$ cat src/rtl/alu_share_ctrl.sv
// alu_share_ctrl
// Two-requester round-robin arbiter and sequencer for an external 4-bit ALU.
// Ports:
//   clk, rst                  clock (rising edge), asynchronous active-high reset
//   req{0,1}_valid/a/b/op     requester operations (valid/ready handshake)
//   req{0,1}_ready            combinational accept for the granted requester
//   alu_a, alu_b, alu_op      ALU inputs, driven only during EXEC, else zero
//   alu_out                   combinational ALU result, captured at the end of EXEC
//   rsp_valid/data/id         response channel, held stable until rsp_ready
//   rsp_ready                 consumer accepts the response
//   busy                      high while an operation is in flight (EXEC/RESP)
module alu_share_ctrl (
  input  logic       clk,
  input  logic       rst,
  input  logic       req0_valid,
  input  logic [3:0] req0_a,
  input  logic [3:0] req0_b,
  input  logic [2:0] req0_op,
  output logic       req0_ready,
  input  logic       req1_valid,
  input  logic [3:0] req1_a,
  input  logic [3:0] req1_b,
  input  logic [2:0] req1_op,
  output logic       req1_ready,
  output logic [3:0] alu_a,
  output logic [3:0] alu_b,
  output logic [2:0] alu_op,
  input  logic [3:0] alu_out,
  output logic       rsp_valid,
  output logic [3:0] rsp_data,
  output logic       rsp_id,
  input  logic       rsp_ready,
  output logic       busy
);

  typedef enum logic [1:0] {
    IDLE = 2'd0,
    EXEC = 2'd1,
    RESP = 2'd2
  } state_t;

  state_t     state_reg, state_next;
  logic [3:0] op_a_reg;
  logic [3:0] op_b_reg;
  logic [2:0] op_code_reg;
  logic       cur_id_reg;
  logic       last_id_reg;
  logic [3:0] rsp_data_reg;
  logic       rsp_id_reg;

  logic       grant_valid;
  logic       grant_id;

  // Next-state logic and arbitration
  always_comb begin
    state_next  = state_reg;
    grant_valid = 1'b0;
    grant_id    = 1'b0;
    case (state_reg)
      IDLE: begin
        if (req0_valid && req1_valid) begin
          // Contention: the requester that was not served last wins
          grant_valid = 1'b1;
          grant_id    = ~last_id_reg;
        end else if (req0_valid) begin
          grant_valid = 1'b1;
          grant_id    = 1'b0;
        end else if (req1_valid) begin
          grant_valid = 1'b1;
          grant_id    = 1'b1;
        end
        if (grant_valid) begin
          state_next = EXEC;
        end
      end
      EXEC: state_next = RESP;
      RESP: begin
        if (rsp_ready) begin
          state_next = IDLE;
        end
      end
      default: state_next = IDLE;
    endcase
  end

  // Readies are combinational; the reset term keeps them low while rst is
  // held even though the state register already reads IDLE.
  assign req0_ready = grant_valid && !grant_id && !rst;
  assign req1_ready = grant_valid &&  grant_id && !rst;

  always_ff @(posedge clk or posedge rst) begin
    if (rst) begin
      state_reg    <= IDLE;
      op_a_reg     <= 4'd0;
      op_b_reg     <= 4'd0;
      op_code_reg  <= 3'd0;
      cur_id_reg   <= 1'b0;
      last_id_reg  <= 1'b1;
      rsp_data_reg <= 4'd0;
      rsp_id_reg   <= 1'b0;
    end else begin
      state_reg <= state_next;
      if (state_reg == IDLE && grant_valid) begin
        op_a_reg    <= grant_id ? req1_a  : req0_a;
        op_b_reg    <= grant_id ? req1_b  : req0_b;
        op_code_reg <= grant_id ? req1_op : req0_op;
        cur_id_reg  <= grant_id;
      end
      if (state_reg == EXEC) begin
        rsp_data_reg <= alu_out;
        rsp_id_reg   <= cur_id_reg;
        last_id_reg  <= cur_id_reg;
      end
    end
  end

  // ALU inputs are zeroed outside EXEC so the ALU idles at output 0; since
  // they derive from the state register they clear immediately on reset.
  assign alu_a  = (state_reg == EXEC) ? op_a_reg    : 4'd0;
  assign alu_b  = (state_reg == EXEC) ? op_b_reg    : 4'd0;
  assign alu_op = (state_reg == EXEC) ? op_code_reg : 3'd0;

  assign rsp_valid = (state_reg == RESP);
  assign rsp_data  = rsp_data_reg;
  assign rsp_id    = rsp_id_reg;
  assign busy      = (state_reg != IDLE);

endmodule
$ cat config.mk
export PLATFORM = sky130hd
export DESIGN_NAME = alu_share_ctrl
export DESIGN_NICKNAME = d
export VERILOG_FILES = /design/src/rtl/alu_share_ctrl.sv
export SDC_FILE = /design/constraint.sdc
export NUM_CORES = 1
export LEC_CHECK = 0
export ABC_AREA = 1
export CORE_UTILIZATION = 43
export CTS_CLUSTER_SIZE = 28
export DETAILED_ROUTE_END_ITERATION = 16
export PLACE_DENSITY = 0.9
export RECOVER_POWER = 25
export SLEW_MARGIN = 30
export SYNTH_ARGS = -nofsm -noshare
export SYNTH_HDL_FRONTEND = slang
export SYNTH_SLANG_ARGS = --single-unit
$ cat constraint.sdc
create_clock -name clk -period 2.5 [get_ports clk]
set_input_delay 0.375 -clock clk [delete_from_list [all_inputs] [get_ports clk]]
set_output_delay 0.375 -clock clk [all_outputs]
set_load 0.05 [all_outputs]
## Yosys cells after proc, flatten, opt, wreduce, memory -nomap -nowiden

Index checks and enable logic that the tools add are counted.

| word-level totals | value |
|---|---|
| register bits after elaboration | 20 |
| input bits | 31 |
| output and inout bits | 20 |
| word-level logic and storage cells | 41 |

| operators by class | value |
|---|---|
| equal/unequal tests | 4 |
| mux-type cells | 17 |
| bitwise logic cells | 1 |
| reductions and logical operators | 11 |

Operators by type and width:

| kind | count |
|---|---|
| 4-bit 2-to-1 mux | 4 |
| 1-bit 2-to-1 mux | 8 |
| 1-bit logical AND | 6 |
| 3-bit 2-to-1 mux | 2 |
| 2-bit case mux with 3 select lines | 1 |
| 2-bit 2-to-1 mux | 2 |
| 2-bit by 1-bit == test with 1-bit output (second input constant) | 1 |
| 2-bit == test (second input constant) | 1 |
| 1-bit zero test | 2 |
| 2-bit zero test | 1 |
| 2-bit by 1-bit != test with 1-bit output (second input constant) | 1 |
| 2-bit != test (second input constant) | 1 |
| 2-bit AND reduction | 1 |
| 2-bit nonzero test | 1 |
| 1-bit NOT | 1 |

## Depth between registers and ports, before layout

| depth | value |
|---|---|
| word-level depth | 7 |
| gate-level depth with buffers | 7 |
| depth with buffers taken out | 5 |

## Worst setup path before layout

Ideal clock, no wire load.

| path | value |
|---|---|
| kind | flip-flop to output port |
| start point | register state_reg[1] |
| end point | output req1_ready |
| arrival time | 1.868 ns |
| data required time | 2.125 ns |
| path slack | 0.257 ns |
| stages on the path, launching flop included | 6 |
| buffers on the path | 0 |
| path through | dfrtp_1 > inv_1 > nand2_1 > nor2_4 > inv_1 > nor2_1 |

| on the way | value |
|---|---|
| longest elaborated chain between the ends | 4 |
| elaborated cells on any way between the ends | 5 |
| classes of those cells | mux (2); reduce/logical (3) |

Ends and longest elaborated chain:

| what | RTL line | source |
|---|---|---|
| start: declaration | 42 | `state_t state_reg, state_next;` |
| start signal: assignment | 102 | `state_reg <= state_next;` |
| 2-bit zero test * | 59 | `case (state_reg)` |
| 1-bit 2-to-1 mux | 59 |  |
| 1-bit logical AND * (2 in a row) | 89 | `assign req1_ready = grant_valid && grant_id && !rst;` |
| end: declaration | 24 | `output logic req1_ready,` |

Mark *: on every way between the ends. The rest lies on a longest branch, timed or not.

## Worst setup path after layout

| path | value |
|---|---|
| start point | register state_reg[1] |
| end point | output rsp_valid |

| on the way | value |
|---|---|
| longest elaborated chain between the ends | 1 |

Ends and longest elaborated chain:

| what | RTL line | source |
|---|---|---|
| 2-bit == test | 123 | `assign rsp_valid = (state_reg == RESP);` |
| end: declaration | 29 | `output logic rsp_valid,` |

Every way passes these cells.

==> impl_metrics.csv <==
group,metric,value,unit
placement,detailedPlacementHpwl,2000,um
placement,routabilityCongestion,0.769,
timing,report.final.hold_viol_count,0,
yosys,synth-main-ff-cell,"dfrtp_1",
yosys,post_synth.cell_area_avg,8.18,sq um
clock_network,worstSkewPairLatency,0.30,ns
yosys,syn_area,1080,sq um
pwr,cellLeakagePower,0.941,nW
die,initial_utilization,47.0,%
setup_path,cp-start-kind,"register",
timing,finalSetupViolations,0,
setup_path,path_cells,"inv_1 -> nor2_1 -> clkdlybuf4s50_1",
status,outcome,"complete, no violations",
timing,clock_skew,0.0144,ns
setup_path,slowest_stage_delay_on_critical_path,0.83,ns
flow_run,number_of_maximum_capacitance_constraint_violations,0,
timing,rsz_0062_raised_after_global_routing,"false",
clock_network,clock_tree.htree_level_count,1,
clock_network,cts.clk_slew.worst_paths,0.10,ns
clock_network,numCtsBuffers,3,
pwr,combPwrFrac,63.3,%
timing,final.setup.tns,0,ns
routing,drt_pre_antenna_iters,4,
min_path,hold-path-cell-count,2,
pwr,intPower,0.000979,W
pwr,seqPwrFrac,28.9,%
clock_network,cts_buffer_depth,2,
routing,final_antenna_net_count,0,
routing,drc_errors,0,
pwr,p_per_area,1240,nW/um^2
grt,grt_total_ovfl,0,
timing,timing_max_transition_violations_final,0,
final_layout,areaGrowthSynthToFinish,53.2,%
routing,wl_per_cell,12.8,um
yosys,synth_top_cell_area_share,44.0,%
setup_path,critical_path_data_required_time,2.12,ns
setup_path,critical_path.slowest_cell,"clkdlybuf4s50_1",
clock_network,cts_tree,"done",
clock_network,cts_root_buf,"clkbuf_4",
setup_path,critPathArrivalTime,1.84,ns
setup_path,reg2reg_from,"state_reg[1]",
routing,initialDrtViolationCount,15,
yosys,seq_area_frac_synth,46.5,%
routing,avgViaCountPerCell,5.02,
pwr,switching_power_of_the_nets,0.00107,W
yosys,ys_async_sr_fraction,100,%
die,core.rowCount,17,
grt,vias_in_the_first_global_route,1055,
yosys,most_frequent_cells_after_synthesis,"nand2_1 (37), dfrtp_1 (19), inv_1 (18)",
routing,detailroute.via_count,1054,
pwr,clkPwrFrac,7.8,%
grt,pin_count_of_the_biggest_net_entering_global_routing,21,
grt,initial_antenna_violation_count,0,
yosys,synth.ff_latch_count,20,
min_path,hold_path.startpoint,"last_id_reg",
grt,grt_first_pass_wirelength,4550,um
final_layout,final_layout_size_suffix_gt1_share,14.3,%
setup_path,worst_reg_to_reg_cells,4,
timing,max_slew.worst_pin.slew,0.746,ns
final_layout,number_of_filler_cells_placed_in_the_layout,189,
yosys,yosysUniqueCellTypes,17,
placement,place_worst_setup_slack,0.318,ns
yosys,count_of_flip_flops_with_a_built_in_enable_after_synthesis,0,
setup_path,critical_path.max_fanout,3,
timing,slew_headroom,50.2,%
routing,detail_route.wirelength,2680,um
timing,min_period,2.21,ns
yosys,synth.yosys.warnings,0,
yosys,synthMostInstantiatedCell,"nand2_1",
die,total_i_o_pin_count,51,
min_path,min-delay-path-class,"reg2reg",
min_path,hold_path_end,"last_id_reg",
setup_path,setup_slack_of_the_most_critical_reg_to_reg_path,1.16,ns
setup_path,setup.worst_path.class,"reg2out",
die,floorplan.die.height,52.1,um
timing,ratio_of_final_minimum_period_to_clock_period,88.5,%
setup_path,timing.critical_path.to_type,"output port",
pwr,finalPower,0.00205,W
die,core,2300,sq um
grt,grtUsageTotal,22.9,%
setup_path,r2r-end,"op_code_reg[1]",
pwr,netSwitchingFraction,52.2,%
yosys,synthTopCellsByArea,"dfrtp_1 (44%), nand2_1 (13%), nand4_1 (9.8%)",
die,die_footprint,2720,sq um
timing,postLayoutSetupSlackWorst,0.288,ns
yosys,synth_area_leader_cell,"dfrtp_1",
clock_network,cts-hold-fix-buffers,0,
placement,port_buffer_count,50,
pwr,worst_ir_drop_vdd,0.951,mV
die,chip_width,52.1,um
timing,upper_clock_frequency_limit,452,MHz
yosys,netlist_instances,132,
yosys,mappedNetlistNets,163,
clock_network,number_of_sinks_handled_by_clock_tree_synthesis,20,
final_layout,final_net_count,214,
final_layout,diode_insertion_count_for_antenna_repair,0,
## worst max-delay path, delay by kind of cell, from the launching register on
kind          cells  cell delay (ns)
buf+inv           2             0.92
flops             1             0.48
simple gates      1             0.15
## cell families (layout without fill, tap and decap cells)
group,after synthesis,in the layout,share of synthesized area (%)
buffers and inverters,26,76,11.6
DFF,20,20,46.5
AOI/OAI and AO/OA,1,1,0.463
and+or+nand+nor,85,85,41.5
## layout make-up
type	instances	area (sq um)	share of cell area [%]
Inverter	20	75.1	4.54
Clock buffer	4	26.3	1.59
Timing Repair Buffer	52	563	34.0
Multi-Input combinational cell	86	453	27.4
Sequential cell	20	502	30.3
Tap cell	28	35.0	2.12
## metal layers
layer,up-vias,part of all wire [%],track usage (%)
met4,0,0,6.76
met2,40,49,40.2
li1,522,-,-
met1,492,42,26.9
met3,0,8.8,6.43
met5,-,0,0
## power groups by stage
stage / registers [W] / clock network (W) / logic [W]
2_1_floorplan: 0.000712 / 0 / 0.000829
3_3_place_gp: 0.000588 / 0 / 0.00129
3_5_place_dp: 0.000598 / 0 / 0.00132
4_1_cts: 0.000593 / 0.000164 / 0.00132
5_1_grt: 0.000611 / 0.000177 / 0.00141
6_report: 0.000593 / 0.000160 / 0.00130
## layout by cell type (no fill, tap or decap)
| master | instances |
|---|---|
| nand4_1 | 17 |
| clkdlybuf4s50_1 | 36 |
| dlymetal6s2s_1 | 11 |
| buf_12 | 2 |
| dfstp_2 | 1 |
| nor2_4 | 3 |
| nor2_2 | 10 |
| nand2_2 | 2 |
| nor2_1 | 3 |
| inv_1 | 19 |
| dfrtp_1 | 19 |
| o21ai_0 | 1 |
| dlygate4sd3_1 | 1 |
| inv_2 | 1 |
| nor3_4 | 1 |
| buf_4 | 2 |
| clkbuf_1 | 1 |
| nand3_1 | 11 |
| clkbuf_4 | 3 |
| nand2_4 | 1 |
| nand2_1 | 37 |
## repair_timing
action / CTS / global route
buffers inserted: 0 / 0
setup endpoints to repair: 0 / 11
resized for setup: 0 / 11
## worst max-delay path by stage
stage                       from         end  slack (ns)  cells after the start
global placement    state_reg[1]   alu_op[2]        0.37                      4
CTS                 state_reg[1]   alu_op[2]       0.002                      4
finish              state_reg[1]   rsp_valid        0.29                      3
global route          req1_valid  req1_ready        0.19                      6
floorplan           state_reg[1]  req1_ready        0.26                      5
detailed placement    req1_valid  req1_ready        0.32                      6
## through the flow
stage               hold slack [ns]  utilization, %  std cells  area, sq um
floorplan                     0.338               -        132         1080
global placement              0.460            69.7        206         1600
detailed placement            0.462            69.7        206         1600
CTS                           0.484            70.8        210         1630
global route                  0.510            72.0        210         1650
finish                        0.482            72.0        210         1650
Power figures use the tool's default switching activity.
